<file path="src/rtl/lut_settle_eval.sv">
// lut_settle_eval: programmable N_IN-input lookup gate with input settling.
// The output is re-evaluated only after the inputs have been stable for SETTLE
// cycles. The truth table can be replaced at run time by shifting in W bits;
// the first bit shifted in becomes row 0.
module lut_settle_eval #(
   parameter int                    N_IN    = 3,
   parameter int                    SETTLE  = 4,
   parameter logic [(2**N_IN)-1:0]  INIT_TT = 8'h4E
) (
   input  logic            clk,
   input  logic            rst_n,
   input  logic [N_IN-1:0] in,
   input  logic            cfg_en,
   input  logic            cfg_bit,
   output logic            cfg_done,
   output logic            out,
   output logic            out_valid,
   output logic            changed
);

   localparam int W     = 2**N_IN;
   localparam int CNT_W = $clog2(SETTLE + 1);
   localparam int CFG_W = ($clog2(W) > 1) ? $clog2(W) : 1;

   localparam logic [CNT_W-1:0] SETTLE_MAX  = CNT_W'(SETTLE);
   localparam logic [CNT_W-1:0] SETTLE_LAST = CNT_W'(SETTLE - 1);
   localparam logic [CFG_W-1:0] CFG_LAST    = CFG_W'(W - 1);

   logic [W-1:0]     tt;
   logic [W-1:0]     shadow;
   logic [W-1:0]     shadow_next;
   logic [N_IN-1:0]  in_q;
   logic [N_IN-1:0]  tt_idx;
   logic [CNT_W-1:0] cnt;
   logic [CFG_W-1:0] cfg_cnt;
   logic             in_moved;
   logic             commit;
   logic             eval_now;
   logic             eval_val;

   // A commit and an input change both restart settling; either one
   // suppresses an evaluation that would otherwise land on the same edge.
   assign in_moved    = (in != in_q);
   assign commit      = cfg_en && (cfg_cnt == CFG_LAST);
   assign eval_now    = !in_moved && !commit && (cnt == SETTLE_LAST);
   assign shadow_next = {shadow[W-2:0], cfg_bit};

   // Row 0 lives in the table MSB, so the bit index is W-1-r, which for an
   // N_IN-bit row number is simply its bitwise complement.
   assign tt_idx   = ~in_q;
   assign eval_val = tt[tt_idx];

   // Track the previous input and count how long it has stayed unchanged,
   // saturating at SETTLE so only one evaluation happens per stable period.
   always_ff @(posedge clk or negedge rst_n) begin
      if (!rst_n) begin
         in_q <= '0;
         cnt  <= '0;
      end else begin
         in_q <= in;
         if (in_moved || commit) begin
            cnt <= '0;
         end else if (cnt < SETTLE_MAX) begin
            cnt <= cnt + CNT_W'(1);
         end
      end
   end

   // Register the function value once the input has settled; out holds its
   // last evaluated value whenever out_valid is low.
   always_ff @(posedge clk or negedge rst_n) begin
      if (!rst_n) begin
         out       <= 1'b0;
         out_valid <= 1'b0;
         changed   <= 1'b0;
      end else begin
         changed <= eval_now && (eval_val != out);
         if (in_moved || commit) begin
            out_valid <= 1'b0;
         end else if (eval_now) begin
            out       <= eval_val;
            out_valid <= 1'b1;
         end
      end
   end

   // Serial table loader: shift bits into a shadow register and commit the
   // whole table on the W-th bit; dropping cfg_en early abandons the load.
   always_ff @(posedge clk or negedge rst_n) begin
      if (!rst_n) begin
         tt       <= INIT_TT;
         shadow   <= '0;
         cfg_cnt  <= '0;
         cfg_done <= 1'b0;
      end else begin
         cfg_done <= commit;
         if (cfg_en) begin
            shadow <= shadow_next;
            if (commit) begin
               tt      <= shadow_next;
               cfg_cnt <= '0;
            end else begin
               cfg_cnt <= cfg_cnt + CFG_W'(1);
            end
         end else begin
            cfg_cnt <= '0;
         end
      end
   end

endmodule

</file>
<file path="config.mk">
export PLATFORM = sky130hd
export DESIGN_NAME = lut_settle_eval
export DESIGN_NICKNAME = d
export VERILOG_FILES = /design/src/rtl/lut_settle_eval.sv
export SDC_FILE = /design/constraint.sdc
export NUM_CORES = 1
export LEC_CHECK = 0
export CORE_MARGIN = 2
export CORE_UTILIZATION = 45
export CTS_BUF_LIST = sky130_fd_sc_hd__clkbuf_8 sky130_fd_sc_hd__clkbuf_16
export DETAILED_ROUTE_END_ITERATION = 16
export PLACE_DENSITY = 0.63
export SLEW_MARGIN = 20
export SYNTH_ARGS = -nofsm -noshare
export SYNTH_HDL_FRONTEND = slang
export SYNTH_SLANG_ARGS = --single-unit
</file>
<file path="constraint.sdc">
create_clock -name clk -period 2.15 [get_ports clk]
set_input_delay 0.43 -clock clk [delete_from_list [all_inputs] [get_ports clk]]
set_output_delay 0.43 -clock clk [all_outputs]
set_load 0.1 [all_outputs]
</file>
# [Yosys cells after proc, flatten, opt, wreduce, memory -nomap -nowiden]
# Index checks and enable logic that the tools add are counted.
[totals] ff_bits=28 out_inout_bits=4 inputBits=7
[classes] mux=8 n_lt_le_gt_ge=2 addsub=2 bitwise_logic=2 n_eq_ne=4 reduce_logical=11
[op_table] op="$mux 3" n=4
[op_table] op="$add 3x1->3 const B" n=2
[op_table] op="$logic_and 1x1->1" n=4
[op_table] op="$lt 3x4->1 const B" n=1
[op_table] op="$reduce_and 2->1" n=2
[op_table] op="$reduce_bool 2->1" n=2
[op_table] op="$bmux 1 s3" n=1
[op_table] op="$eq 3x2->1 const B" n=1
[op_table] op="$eq 3x3->1 const B" n=1
[op_table] op="$lt 3x3->1 const B" n=1
[op_table] op="$mux 1" n=3
[op_table] op="$ne 3x3->1" n=1
[op_table] op="$not 3->3" n=1
[op_table] op="$logic_not 1->1" n=2
[op_table] op="$logic_or 1x1->1" n=1
[op_table] op="$ne 1x1->1" n=1
[op_table] op="$not 1->1" n=1

# [Longest topological paths before layout]
# Gate-level depths: netlist of the first run.
[logic_depth] depth_word=7 ltp_mapped=6

# [Worst setup path before layout of the first run]
# Ideal clock, no wire load.
[synth_timing] path_kind="register -> register" start="register cfg_cnt[0]" end="register out" arrival_ps=1571 path_stages_with_launch=7 setup_ps=83 path_slack_ps=496 path_cell_list="dfrtp_1 -> ha_1 -> ha_1 -> nand2_2 -> nand4_1 -> or2_2 -> o21ai_0"
[synth_between] elab_chain_cells=6 word_cells_on_any_way=8
[synth_rtl] item="start: declaration" line_no="35" text="logic [CFG_W-1:0] cfg_cnt;"
[synth_rtl] item="start signal: assignment" line_no="103" text="cfg_cnt <= cfg_cnt + CFG_W'(1);"
[synth_rtl] item="$eq 3x3->1 (*)" line_no="44" text="assign commit = cfg_en && (cfg_cnt == CFG_LAST);"
[synth_rtl] item="$logic_and 1x1->1 (*)" line_no="44"
[synth_rtl] item="$logic_not 1->1" line_no="45" text="assign eval_now = !in_moved && !commit && (cnt == SETTLE_LAST);"
[synth_rtl] item="$logic_and 1x1->1 (2 in series)" line_no="45"
[synth_rtl] item="$reduce_and 2->1 (no line) (*)"
[synth_rtl] item="end signal: assignment" line_no="81" text="out <= eval_val;"
[synth_rtl] item="end: declaration" line_no="16" text="output logic out,"
# Every way passes the cells marked *; elsewhere a longest branch is shown, timed or not.
# A chain may end at the register's enable or synchronous reset.

# [Worst setup path after layout of the first run]
# Same ends and word-level chain as after synthesis.

==> flow_summary_export.csv, run 1 <==
group,metric,value,unit
status,status,"finished clean",
clock_network,clock_latency,0.26,ns
clock_network,cts.sinks,28,
clock_network,h-tree-depth,1,
sta,min_period,1.68,ns
place,place_inst,116,
global_routing,grt_usage,13.4,%
detailed_routing,routedWlPerCell,12.8,um
die,coreArea,2450,um^2
place,gp_congestion,0.724,
logic_synthesis,netlist_top_cells_area,"dfrtp_1, mux2_2, dfstp_2, mux4_1, ha_1",
global_routing,grt_pass1_wl,2.72,mm
final_layout,syn2layout_area_growth,17.6,%
detailed_routing,via_count,617,
detailed_routing,route.detailed.drc,0,
power,seqPwrFrac,59.1,%
final_layout,antenna_cells,0,
sta,max_slew_margin,77.2,%
clock_network,path_clk_slew,0.09,ns
detailed_routing,via_per_inst,5.14,
final_layout,final_cell_mix,"dfrtp_1, mux2_2, buf_4",
setup_path,critPathMaxFanout,10,
final_layout,final_cells,120,
detailed_routing,drt_wl_total,1.53,mm
final_layout,layout-drive-gt1-share,36.7,%
setup_path,path_class,"reg2reg",
power,net-switching-power,228,uW
die,die-width,54.5,um
job,drv_cap,0,
setup_path,worstSetupEndpointType,"flip-flop",
power,swShare,21.7,%
logic_synthesis,syn_nets,85,
sta,final.setup.worst_slack,0.467,ns
logic_synthesis,ys_ff_latch,28,
clock_network,clk_path_buf_depth,2,
detailed_routing,drt_iter0_markers,2,
min_path,min-delay-path-class,"reg2reg",
clock_network,postCtsHoldBufs,0,
clock_network,cts_tree,"yes",
sta,finalSetupViolations,0,
logic_synthesis,synth.distinct_cells,19,
logic_synthesis,ys_warn_count,0,
logic_synthesis,synthCells,74,
clock_network,post_cts_buffers,0,
final_layout,final_common_cell,"dfrtp_1",
global_routing,grt_max_degree,29,
die,fp.dieArea,2970,um^2
die,dieHeight,54.5,um
clock_network,ctsRootBufferMaster,"clkbuf_8",
die,start_util,46.7,%
power,clkPwrFrac,29.8,%
final_layout,nets,102,
setup_path,required,2.34,ns
sta,finClkSkew,0.00348,ns
sta,hold_viol_final,0,
global_routing,grt_overflow,0,
sta,finalSetupTns,0,ns
detailed_routing,drt_pass1_iterations,2,
place,portBuffers,10,
clock_network,ctsResizeCount,0,
sta,worstMarginPinSlew,0.342,ns
logic_synthesis,synth_top_cell_area_share,52.4,%
sta,min_period_over_period,78.3,%
setup_path,arrival,1.88,ns
die,ios,11,
power,leakage,0.000637,uW
power,max-vdd-ir-drop,0.000590,V
place,pre_cts_slack,0.361,ns
sta,fmax,0.594,GHz
logic_synthesis,yosysTopAreaCell,"dfrtp_1",
power,p_comb_share,11.1,%
global_routing,grt_pass1_vias,604,
sta,finalMaxSlewViolations,0,
detailed_routing,drtAntennaViolNets,0,
logic_synthesis,ys_seq_area_share,61.6,%
clock_network,cts_buffers,3,
logic_synthesis,synth.avg_cell_area,15.5,um^2
power,p_int,821,uW
setup_path,critPathLaunchType,"flip-flop",
sta,rsz0062_at_grt,"no",
die,std_cell_rows,18,
global_routing,antenna_found_initial,0,
logic_synthesis,syn_area,1150,um^2
power,p_per_area,779,nW/um^2
[cell families after synthesis]
logic type | count (synthesis) | synth area share [%]
flip-flops | 28 | 61.6
multiplexers | 19 | 22.2
AND/OR/NAND/NOR | 11 | 5.46
XOR/XNOR | 5 | 3.82
buffers and inverters | 4 | 1.31
adder cells (fa/ha/maj) | 4 | 4.37
AO/OA/AOI/OAI | 3 | 1.31
[metrics by stage]
stage	cell area (um^2)	hold slack [ns]	total power [uW]	utilization, %
6_report	1350	0.439	1050	54.9
5_1_grt	1350	0.464	1120	54.9
4_1_cts	1350	0.445	1060	54.9
3_5_place_dp	1290	0.433	751	52.7
3_3_place_gp	1290	0.426	747	52.7
2_1_floorplan	1150	0.134	702	-
[worst paths after layout]
| kind | startpoint | to | slack, ns | cells past startpoint |
|---|---|---|---|---|
| min | cfg_cnt[0]$_DFF_PN0_ | cfg_cnt[0]$_DFF_PN0_ | 0.44 | 1 |
| min in group asynchronous | rst_n | in_q[1]$_DFF_PN0_ | 0.53 | 2 |
| min reg2reg | cfg_cnt[0]$_DFF_PN0_ | cfg_cnt[0]$_DFF_PN0_ | 0.44 | 1 |
| max reg2reg | cfg_cnt[0]$_DFF_PN0_ | out$_DFFE_PN0P_ | 0.47 | 6 |
| max | cfg_cnt[0]$_DFF_PN0_ | out$_DFFE_PN0P_ | 0.47 | 6 |
| max in group asynchronous | rst_n | tt[3]$_DFFE_PN1P_ | 1.31 | 2 |
[flip-flops by register name (all words and copies together) (netlist names)]
register and count:
cfg_cnt 3, tt 8, cfg_done 1, out 1, cnt 3, out_valid 1
in_q 3, shadow 7, changed 1
[synthesized netlist by cell type, drive strengths merged]
| library cell | number |
|---|---|
| dfrtp | 24 |
| mux2 | 15 |
| nor2 | 5 |
| dfstp | 4 |
| ha | 4 |
| inv | 3 |
| xnor2 | 3 |
| and3b | 2 |
| mux2i | 2 |
| mux4 | 2 |
| o21ai | 2 |
| xor2 | 2 |
| a21oi | 1 |
| clkbuf | 1 |
| nand2 | 1 |
| nand4 | 1 |
| nor3b | 1 |
| or2 | 1 |
[routing by layer]
| metal | global-route usage [%] | wire (um) | vias to the layer above |
|---|---|---|---|
| met5 | 0 | 0 | - |
| met4 | 6.25 | 14 | 0 |
| met3 | 3.28 | 35 | 2 |
| met2 | 21.3 | 767 | 5 |
| met1 | 17.3 | 714 | 319 |
| li1 | - | - | 291 |
[worst max-delay path, stage by stage, from the launching register on]
cell	delay, ns
dfrtp_1	0.39
ha_1	0.19
ha_1	0.22
nand2_2	0.22
nand4_1	0.14
or2_2	0.30
o21ai_0	0.15
[power groups by stage]
| stage | clock network [uW] | logic [uW] | registers (uW) |
|---|---|---|---|
| finish | 313 | 116 | 620 |
| global placement | 0 | 116 | 631 |
| CTS | 323 | 119 | 621 |
| floorplan | 0 | 75.6 | 626 |
| global route | 354 | 132 | 630 |
| detailed placement | 0 | 119 | 632 |
[final cells by class]
type / instances / area [um^2]
inverters: 3 / 11.3
clock buffers: 4 / 55.1
fillers: 205 / 1110
multi-input cells: 42 / 425
well taps: 30 / 37.5
flip-flops and latches: 28 / 706
repair buffers: 13 / 113
Note: power is estimated with default switching activity, not from simulation.
==> run 2: changes to the inputs <==
Clock period 2.15 ns to 1.6 ns, I/O delays scaled along.
==> run 2 against run 1 <==
  * Sequential share of layout area down 2.6 points
  * Count of clock-buffer cells in the layout fell by 1
  * Final cell count up 0.83%
  * Hold slack got worse by 0.022 ns
  * Power is 31% higher
  * Setup slack got worse by 0.39 ns
  * Critical endpoint is now changed$_DFF_PN0_
  * Largest cell class unchanged
==> flow_summary_export.csv, run 2 (synthesis gave the netlist of run 1 again) <==
group,metric,value,unit
clock_network,postCtsHoldBufs,0,
place,gp_congestion,0.641,
setup_path,r2r_start,"in_q[0]$_DFF_PN0_",
power,leakage,0.000662,uW
place,place_inst,117,
global_routing,antenna_found_initial,0,
setup_path,required,1.76,ns
die,coreArea,2450,um^2
global_routing,grt_pass1_vias,608,
final_layout,regMostFlops,"tt",
setup_path,r2r_setup_slack,0.08,ns
final_layout,nFillCells,193,
place,portBuffers,10,
sta,max_slew_margin,77.1,%
global_routing,grt_pass1_wl,2.92,mm
clock_network,cts_buffers,3,
status,status,"finished clean",
setup_path,worstSetupEndpointType,"flip-flop",
detailed_routing,drt_iter0_markers,1,
power,seqPwrFrac,61.1,%
detailed_routing,drt_wl_total,1.75,mm
clock_network,ctsRootBufferMaster,"clkbuf_8",
sta,worstMarginPinSlew,0.343,ns
detailed_routing,drt_pass1_iterations,3,
clock_network,clk_path_buf_depth,2,
power,net-switching-power,313,uW
detailed_routing,via_per_inst,5.07,
final_layout,final_cells,121,
setup_path,path_class,"reg2reg",
clock_network,h-tree-depth,1,
final_layout,final_common_cell,"dfrtp_1",
final_layout,layout-drive-gt1-share,38.5,%
setup_path,cp-startpoint,"in_q[0]$_DFF_PN0_",
sta,finalMaxSlewViolations,0,
sta,final.setup.worst_slack,0.0782,ns
min_path,min-delay-path-class,"in2async",
die,dieHeight,54.5,um
power,max-vdd-ir-drop,0.000714,V
final_layout,reg_top3,"tt: 8 flops, shadow: 7 flops",
setup_path,arrival,1.68,ns
power,clkPwrFrac,26.9,%
sta,min_period,1.52,ns
setup_path,reg2reg_to,"changed$_DFF_PN0_",
place,pre_cts_slack,-0.0744,ns
clock_network,clock_latency,0.27,ns
sta,finalSetupViolations,0,
global_routing,grt_overflow,0,
detailed_routing,routedWlPerCell,14.4,um
sta,rsz0062_at_grt,"no",
setup_path,critPathMaxFanout,3,
sta,finClkSkew,0.00245,ns
sta,min_period_over_period,95.1,%
power,swShare,22.9,%
job,drv_cap,0,
detailed_routing,drtAntennaViolNets,0,
setup_path,critPathLaunchType,"flip-flop",
global_routing,grt_max_degree,29,
power,p_comb_share,12.0,%
final_layout,syn2layout_area_growth,23.8,%
clock_network,cts.sinks,28,
clock_network,path_clk_slew,0.09,ns
final_layout,largest_reg_flops,8,
final_layout,final_cell_mix,"dfrtp_1, mux2_2, clkdlybuf4s50_1",
die,die-width,54.5,um
setup_path,r2r_cells,4,
die,fp.dieArea,2970,um^2
clock_network,cts_tree,"yes",
detailed_routing,via_count,613,
power,p_int,1060,uW
die,start_util,46.7,%
die,std_cell_rows,18,
final_layout,antenna_cells,0,
final_layout,final_core_util,57.8,%
sta,finalSetupTns,0,ns
die,ios,11,
global_routing,grt_usage,14.4,%
detailed_routing,route.detailed.drc,0,
power,p_per_area,966,nW/um^2
sta,hold_viol_final,0,
final_layout,nets,104,
sta,fmax,0.657,GHz
[run 2: cell count changes in the layout (fill, tap and decap cells not counted), moves of 2 or more]
cell     before  now
buf_4         7    4
o21ai_0       2    0
buf_12        0    5
o21ai_1       0    2
[run 2: metal layers]
metal / global-route usage, % / vias up / part of all wire, % / wire (um)
li1: - / 290 / - / -
met1: 18.8 / 311 / 45 / 790
met2: 23.5 / 8 / 51 / 882
met3: 3.28 / 4 / 3.2 / 55
met4: 5.00 / 0 / 0.97 / 17
met5: 0 / - / 0 / 0
[run 2: worst max-delay path: stages, from the launching register on]
cell and delay [ns]:
dfrtp_1 0.41, mux4_1 0.61, mux2i_4 0.18, xor2_1 0.15, nor2_1 0.06
[run 2: worst max-delay path by stage]
stage / end
4_1_cts: out$_DFFE_PN0P_
3_3_place_gp: out$_DFFE_PN0P_
5_1_grt: changed$_DFF_PN0_
2_1_floorplan: out$_DFFE_PN0P_
3_5_place_dp: out$_DFFE_PN0P_
6_report: changed$_DFF_PN0_
[run 2: stage by stage]
stage          total power, uW  cell area [um^2]  hold slack, ns
4_1_cts                   1390              1410           0.428
2_1_floorplan              943              1150          0.0244
5_1_grt                   1440              1420           0.447
6_report                  1370              1420           0.416
3_3_place_gp              1010              1370           0.430
3_5_place_dp              1020              1370           0.435
[run 2: area by class of cell]
cell class / count / area, um^2 / share of cell area, %
flip-flops and latches: 28 / 706 / 49.7
inverters: 3 / 11.3 / 0.794
clock buffers: 3 / 41.3 / 2.91
multi-input cells: 42 / 433 / 30.5
repair buffers: 15 / 190 / 13.4
well taps: 30 / 37.5 / 2.65
[run 2: repair_timing]
action,4_1_cts,5_1_grt
buffers inserted,0,1
gates resized for setup,0,2
setup endpoints to repair,0,2
[run 2: power groups by stage]
stage	Sequential (uW)	Clock, uW	Combinational (uW)
2_1_floorplan	841	0	102
3_3_place_gp	850	0	159
3_5_place_dp	854	0	164
4_1_cts	839	382	165
5_1_grt	849	409	180
6_report	837	369	164
==> run 3: changes to the inputs <==
Settings changed: DONT_BUFFER_PORTS set to 1, MAX_ROUTING_LAYER set to met4, PLACE_DENSITY 0.63 to 0.58.
==> run 3 against run 2 <==
  * Power is 1.8% lower
  * Global-route usage is 0.26 points lower
  * Register-to-register slack better by 0.05 ns
  * Non-clock buffer count is 7 lower
  * Die area stayed put
  * Sequential power hardly changed
  * Via count is 6.4% lower
  * Final cell count is 5.8% lower
  * Core utilization is 5.0 points lower
  * Critical path depth is 1 higher
  * Critical path type unchanged
  * Critical endpoint is now tt[7]$_DFFE_PN0P_
==> flow_summary_export.csv, run 3 (synthesis gave the netlist of run 1 again) <==
group,metric,value,unit
status,status,"finished clean",
sta,hold_viol_final,0,
job,drv_cap,0,
sta,finClkSkew,0.00199,ns
setup_path,worstSetupEndpointType,"flip-flop",
setup_path,r2r_cells,5,
power,p_int,1040,uW
min_path,min-delay-path-class,"in2reg",
final_layout,layout-drive-gt1-share,41.7,%
setup_path,reg2reg_to,"tt[7]$_DFFE_PN0P_",
global_routing,grt_max_degree,29,
global_routing,grt_overflow,0,
setup_path,r2r_setup_slack,0.13,ns
sta,fmax,0.679,GHz
setup_path,required,1.76,ns
final_layout,syn2layout_area_growth,13.1,%
sta,finalSetupTns,0,ns
final_layout,nets,97,
power,swShare,22.4,%
power,leakage,0.000606,uW
final_layout,reg_top3,"tt: 8 flops, shadow: 7 flops",
power,p_per_area,1040,nW/um^2
place,portBuffers,0,
power,clkPwrFrac,27.3,%
detailed_routing,drt_pass1_iterations,1,
global_routing,antenna_found_initial,0,
final_layout,final_cell_mix,"dfrtp_1, mux2_2, buf_4",
clock_network,cts_tree,"yes",
clock_network,clock_latency,0.26,ns
clock_network,cts.sinks,28,
clock_network,ctsRootBufferMaster,"clkbuf_8",
power,seqPwrFrac,62.2,%
detailed_routing,via_count,574,
clock_network,path_clk_slew,0.09,ns
clock_network,cts_buffers,3,
die,std_cell_rows,18,
detailed_routing,via_per_inst,5.04,
global_routing,grt_pass1_vias,588,
final_layout,regMostFlops,"tt",
setup_path,critPathMaxFanout,9,
die,die-width,54.5,um
power,net-switching-power,302,uW
min_path,min_to,"in_q[1]$_DFF_PN0_",
sta,worstMarginPinSlew,0.277,ns
min_path,min_from,"in[1]",
die,start_util,46.7,%
setup_path,arrival,1.63,ns
die,ios,11,
die,dieHeight,54.5,um
final_layout,largest_reg_flops,8,
die,fp.dieArea,2970,um^2
detailed_routing,drtAntennaViolNets,0,
power,p_comb_share,10.5,%
clock_network,h-tree-depth,1,
detailed_routing,drt_iter0_markers,0,
final_layout,antenna_cells,0,
global_routing,grt_usage,14.1,%
detailed_routing,drt_wl_total,1.64,mm
final_layout,finalInstanceArea,1300,um^2
clock_network,clk_path_buf_depth,2,
detailed_routing,routedWlPerCell,14.4,um
setup_path,critPathLaunchType,"flip-flop",
sta,finalSetupViolations,0,
place,dpl_cell_area,1230,um^2
detailed_routing,route.detailed.drc,0,
place,gp_congestion,0.605,
sta,min_period_over_period,92.1,%
setup_path,r2r_start,"cfg_cnt[0]$_DFF_PN0_",
power,max-vdd-ir-drop,0.000616,V
sta,min_period,1.47,ns
min_path,min_path_cells,0,
sta,max_slew_margin,81.7,%
setup_path,path_class,"reg2reg",
sta,finalMaxSlewViolations,0,
place,dp.final_hpwl,1.21,mm
die,coreArea,2450,um^2
final_layout,final_core_util,52.8,%
sta,rsz0062_at_grt,"no",
final_layout,final_common_cell,"dfrtp_1",
global_routing,grt_pass1_wl,2.80,mm
## run 3: stage by stage
| step | cells | hold WS, ns | total power (uW) | worst slack (ns) |
|---|---|---|---|---|
| after global routing | 114 | 0.0533 | 1420 | 0.0158 |
| final | 114 | 0.0749 | 1350 | 0.126 |
| after detailed placement | 109 | 0.0250 | 975 | 0.0924 |
| after CTS | 114 | 0.0675 | 1360 | 0.0711 |
| after floorplan | 74 | 0.0244 | 943 | 0.0294 |
| after global placement | 109 | 0.0250 | 967 | 0.128 |
## run 3: cell type report
class | count | area (um^2)
inverters | 3 | 11.3
multi-input cells | 42 | 425
repair buffers | 8 | 75.1
clock buffers | 3 | 41.3
well taps | 30 | 37.5
flip-flops and latches | 28 | 706
fillers | 215 | 1160
## run 3: per-layer routing
| layer | up-vias | wire, um | track usage, % |
|---|---|---|---|
| met4 | 0 | 0 | 5.00 |
| met2 | 5 | 802 | 21.7 |
| met1 | 288 | 798 | 18.9 |
| li1 | 281 | - | - |
| met5 | - | 0 | - |
| met3 | 0 | 36 | 2.46 |
## run 3: power by group through the flow
| stage | Sequential, uW | Clock [uW] | Combinational (uW) |
|---|---|---|---|
| finish | 838 | 367 | 141 |
| detailed placement | 853 | 0 | 122 |
| floorplan | 841 | 0 | 102 |
| CTS | 838 | 379 | 144 |
| global placement | 850 | 0 | 117 |
| global route | 850 | 408 | 158 |
## run 3: critical path, cell delays in order, from the launching register on
cell	delay (ns)
dfrtp_1	0.39
ha_1	0.20
ha_2	0.21
nand2_4	0.06
buf_4	0.17
mux2_2	0.34
## run 3: timing repair
action	in CTS	in global routing
endpoints found under the setup margin	0	2
endpoints found under the hold margin	28	0
gates resized for setup	0	3
setup buffers	0	0
hold buffers	2	0
## run 3: worst max-delay path by stage
stage                                     from                 to  slack, ns
final                     cfg_cnt[0]$_DFF_PN0_  tt[7]$_DFFE_PN0P_       0.13
after global routing      cfg_cnt[0]$_DFF_PN0_    out$_DFFE_PN0P_       0.02
after CTS                 cfg_cnt[0]$_DFF_PN0_    out$_DFFE_PN0P_       0.07
after detailed placement  cfg_cnt[0]$_DFF_PN0_    out$_DFFE_PN0P_       0.09
after global placement       in_q[0]$_DFF_PN0_  changed$_DFF_PN0_       0.13
after floorplan           cfg_cnt[0]$_DFF_PN0_    out$_DFFE_PN0P_       0.03
==> edit 1: new RTL, config.mk and constraints of run 2 <==
Put one more register stage on the output `changed`, with the module's reset. The value now appears one clock later. The other outputs are not delayed to match.
--- a/src/rtl/lut_settle_eval.sv
+++ b/src/rtl/lut_settle_eval.sv
@@ -26,4 +26,6 @@
    localparam logic [CNT_W-1:0] SETTLE_LAST = CNT_W'(SETTLE - 1);
    localparam logic [CFG_W-1:0] CFG_LAST    = CFG_W'(W - 1);
+
+   logic changed_s0;
 
    logic [W-1:0]     tt;
@@ -73,7 +75,7 @@
          out       <= 1'b0;
          out_valid <= 1'b0;
-         changed   <= 1'b0;
+         changed_s0 <= 1'b0;
       end else begin
-         changed <= eval_now && (eval_val != out);
+         changed_s0 <= eval_now && (eval_val != out);
          if (in_moved || commit) begin
             out_valid <= 1'b0;
@@ -109,4 +111,12 @@
    end
 
+   always_ff @(posedge clk or negedge rst_n) begin
+      if (!rst_n) begin
+         changed <= '0;
+      end else begin
+         changed <= changed_s0;
+      end
+   end
+
 endmodule
 
Check against the original RTL: not equivalent (Yosys sat finds a counterexample within 10 cycles, from zero or initial values and one cycle with rst_n low).
==> edit 1 against run 2 <==
Synthesized cell count rose by 1.4%; wire length rose by 0.17%; sequential power rose by 3.1%; area after synthesis rose by 2.2%; worst setup slack got worse by 0.0053 ns; sequential cell count rose by 1; sequential share of layout area fell by 0.33 points; final cell count rose by 5.0%; total power rose by 15%; clock power rose by 50%; design area rose by 4.4%; critical endpoint is now changed_s0; largest power group unchanged.
==> edit 1: results (changes against run 2) <==
{| class="wikitable"
! Metric !! Value
|-
| Result of the run || finished, final reports clean
|-
| Vias in the first global route || 683 (+12%)
|-
| Clock power frac || 35.1% (+8.2 points)
|-
| Fraction of the yosys area taken by sequential cells || 62.39% (+0.82 points)
|-
| Worst hold path type || reg2reg
|-
| Clock buffers created by TritonCTS || 5 (+2)
|-
| Placed cells || 119 (+1.7%)
|-
| Synthesized instance count || 75 (+1.4%)
|-
| Leading post-synthesis cells by cell area || dfrtp_1 53%, mux2_2 14%, dfstp_2 9.0%, mux4_1 4.5%, ha_1 4.3%
|-
| Overall global routing resource usage || 15.52% (+1.1 points)
|-
| 1st-pass router iterations || 4 (+1)
|-
| Amount of wire on met3 after detailed routing || 74 um (+35%)
|-
| Number of H-tree branching levels || 2 (+1)
|-
| Arrival time reported for the critical path endpoint || 1.70 ns (+0.02 ns)
|-
| Max Clock Skew || 0.004364 ns (+0.001911 ns)
|-
| NumNets Final || 107 (+2.9%)
|-
| Slew at the pin closest to its max-slew limit || 0.3521 ns (+0.009091 ns)
|-
| Placed inst area || 1390 um2 (+1.5%)
|-
| Final RePlAce weighted congestion || 0.6596 (+3.0%)
|-
| Met2 WL post-DR || 799 um (-9.4%)
|-
| Met1 wire length || 831 um (+5.2%)
|-
| Largest voltage drop on the vdd net || 0.8183 mV (+15%)
|-
| Wire length of the first global-routing pass || 2994 um (+2.6%)
|-
| Leakage || 0.6978 nW (+5.4%)
|-
| Global-route track usage on met2 || 22.82% (-0.68 points)
|}
edit 1: timing repair:
action	4_1_cts	5_1_grt
hold buffers	0	0
resized for setup	0	5
endpoints found under the setup margin	0	2
edit 1: final cells by class:
cell class / instances / area (um2) / share of cell area, %
tap: 30 / 37.54 / 2.534
clock buffer: 5 / 68.82 / 4.645
multi-input combinational: 42 / 440.4 / 29.73
clock inverter: 3 / 13.76 / 0.9291
sequential: 29 / 732.0 / 49.41
inverter: 3 / 11.26 / 0.7601
timing repair buffer: 15 / 177.7 / 11.99
edit 1: cell families (layout without fill, tap and decap cells):
kind of cell / count (synthesis) / in the layout / synth area share, %
buf+inv: 4 / 26 / 1.282
compound gates: 3 / 3 / 1.282
xor+xnor: 5 / 5 / 3.740
fa+ha+maj: 4 / 4 / 4.274
simple gates: 11 / 11 / 5.344
flops: 29 / 29 / 62.39
mux: 19 / 19 / 21.69
edit 1: through the flow:
stage / TNS, ns / total power [mW] / setup WS, ns
after floorplan: 0 / 0.9688 / 0.02938
after global placement: 0 / 1.033 / 0.01907
after detailed placement: -0.03857 / 1.041 / -0.03857
after CTS: 0 / 1.606 / 0.03985
after global routing: -0.01850 / 1.671 / -0.01089
final: 0 / 1.581 / 0.07286
edit 1: worst max-delay path, delay by kind of cell, from the launching register on:
kind,cells,cell delay (ns)
simple gates,1,0.05
flops,1,0.40
mux,2,0.80
xor+xnor,1,0.16
edit 1: worst paths after layout:
path | from | endpoint | slack, ns
worst min register to register | changed_s0 | changed | 0.36
max in group asynchronous | rst_n | tt[6] | 0.88
worst max-delay path | in_q[0] | changed_s0 | 0.07
worst max register to register | in_q[0] | changed_s0 | 0.07
worst min-delay path | changed_s0 | changed | 0.36
min in group asynchronous | rst_n | tt[0] | 0.42
==> edit 2: new RTL, flow settings as in run 2 <==
Made on the original files. Change the parameter `N_IN` from 3 to 4.
--- a/src/rtl/lut_settle_eval.sv
+++ b/src/rtl/lut_settle_eval.sv
@@ -4,5 +4,5 @@
 // the first bit shifted in becomes row 0.
 module lut_settle_eval #(
-   parameter int                    N_IN    = 3,
+   parameter int                    N_IN    = 4,
    parameter int                    SETTLE  = 4,
    parameter logic [(2**N_IN)-1:0]  INIT_TT = 8'h4E
Ports: changed (resized in); port bits go from 11 to 12. No check against the original RTL was run, so the function may have changed too.
==> edit 2 against run 2 <==
Total power is 73% higher; via count up 92%; worst setup slack worse by 0.075 ns; largest cell class unchanged; critical endpoint unchanged; sequential cell count up 18; wire length grew 91%; non-clock buffer count is 7 higher; largest power group unchanged; design area up 60%; area after synthesis up 67%; synthesized cell count up 110%; sequential power increased by 71%.
==> edit 2: results (changes against run 2) <==
{| class="wikitable"
! Metric !! Value
|-
| Result of the run || finished, final reports clean
|-
| Clock tree cell share of total cell area || 3.958% (+1.0 points)
|-
| NumNets Final || 190 (+83%)
|-
| Largest buffer count on any clock path || 2 (unchanged)
|-
| Register area || 1157 um2 (+64%)
|-
| Clk Latency, worst-skew pair || 0.31 ns (+0.04 ns)
|-
| Largest voltage drop on the vdd net || 0.5295 mV (-26%)
|-
| GR Layer Usage met3 || 5.378% (+2.1 points)
|-
| Wire length of the first global-routing pass || 5927 um (+100%)
|-
| Synthesized flop and latch total || 46 (+64%)
|-
| Critical Path Max Stage Delay || 0.52 ns (-0.09 ns)
|-
| CP Max Fanout || 5 (+2)
|-
| Via density per instance || 5.104 (+0.75%)
|-
| Clock buffer instance count of the final layout || 5 (+2)
|-
| Number of fill cells || 339 (+76%)
|-
| Cell types with the highest counts after synthesis || 49 x nand2_1, 42 x dfrtp_1, 16 x mux2_2, 6 x xor2_1, 5 x mux2i_1
|-
| Net count of the mapped netlist || 167 (+96%)
|-
| IO buf count || 11 (+1)
|-
| Met1 layer usage reported by global route || 21.53% (+2.7 points)
|-
| Worst hold path type || in2async
|-
| 1st-pass router iterations || 4 (+1)
|-
| Met1 wire length || 1603 um (+100%)
|-
| Detailed-route wire length per cell || 14.48 um (+0.37%)
|-
| Max Clock Skew || 0.01346 ns (+0.01101 ns)
|-
| Worst setup timing slack at the placement stage || -0.2087 ns (-0.1343 ns)
|-
| Most instantiated library cell after synthesis || nand2_1
|-
| Footprint of the multi-input gates || 699.4 um2 (+62%)
|-
| Worst slew margin || 72.85% (-4.3 points)
|-
| Placed inst area || 2175 um2 (+59%)
|-
| Final design area excluding fillers || 2276 um2 (+60%)
|-
| Number of antenna diodes || 0 (unchanged)
|-
| Biggest registers after layout || tt (16), shadow (15)
|-
| Repair and plain buffers || 22 (+7)
|-
| Overall global routing resource usage || 16.10% (+1.7 points)
|-
| Fraction of the yosys area taken by sequential cells || 60.47% (-1.1 points)
|-
| Area share of buffers outside the clock network || 11.21% (-2.2 points)
|-
| Met2 WL post-DR || 1569 um (+78%)
|-
| Maximum number of pins on one net before global-route repair || 31 (+6.9%)
|-
| Leading post-synthesis cells by cell area || dfrtp_1 55%, nand2_1 9.6%, mux2_2 9.4%, dfstp_2 5.5%, mux4_1 5.5%
|-
| First DRT Iteration DRCs || 40 (+39)
|-
| Vias in the first global route || 1210 (+99%)
|-
| Final RePlAce weighted congestion || 0.8420 (+31%)
|-
| Global-route track usage on met2 || 23.93% (+0.44 points)
|-
| Fraction of final layout cells with drive strength greater than 1 || 27.22% (-11 points)
|-
| Number of H-tree branching levels || 2 (+1)
|-
| Number of multi-input logic gates || 101 (+140%)
|-
| Amount of wire on met3 after detailed routing || 124 um (+130%)
|-
| Count of cell types in the netlist || 22 (+3)
|}
[edit 2: cell count changes after synthesis, sizes merged, moves of 3 or more]
cell / before / now
mux2i: 2 / 5
xor2: 2 / 6
and2: 0 / 3
dfrtp: 24 / 42
nand2: 1 / 49
buf: 0 / 3
xnor2: 3 / 0
[edit 2: final timing paths]
check,end,slack (ns),cells after the start
max in group asynchronous,tt[6],0.57,3
setup reg to reg,changed,0.003,5
setup / recovery,changed,0.003,5
hold / removal,out,0.47,2
hold reg to reg,tt[6],0.47,2
min in group clk,tt[6],0.47,2
[edit 2: timing repair]
| action | CTS | global route |
|---|---|---|
| gates resized for setup | 5 | 0 |
| setup buffers | 1 | 1 |
| endpoints found under the setup margin | 2 | 8 |
| pin swaps | 1 | 3 |
| hold buffers | 1 | 0 |
| hold endpoints to repair | 13 | 0 |
[edit 2: metrics by stage]
step	util [%]	std cells	hold WS (ns)	setup TNS (ns)	total power, mW
2_1_floorplan	-	156	0.02441	0	1.591
3_5_place_dp	53.59	219	0.2683	-1.281	1.697
4_1_cts	55.91	229	0.4665	-0.05118	2.408
3_3_place_gp	53.59	219	0.2647	-0.5708	1.676
6_report	56.09	230	0.4663	0	2.377
5_1_grt	56.09	230	0.4849	-0.3098	2.507
[edit 2: power by group]
group	internal, mW	switching [mW]	total (mW)
Clock	0.307	0.397	0.704
Sequential	1.32	0.114	1.43
Combinational	0.156	0.0859	0.242
Total	1.78	0.597	2.38
[edit 2: kinds of logic after synthesis]
kind of cell | after synthesis | synth area share [%]
AO/OA/AOI/OAI | 4 | 1.047
XOR/XNOR | 6 | 2.749
adder cells (fa/ha/maj) | 3 | 1.964
buffers and inverters | 9 | 2.160
flip-flops | 46 | 60.47
multiplexers | 25 | 17.54
AND/OR/NAND/NOR | 63 | 14.07
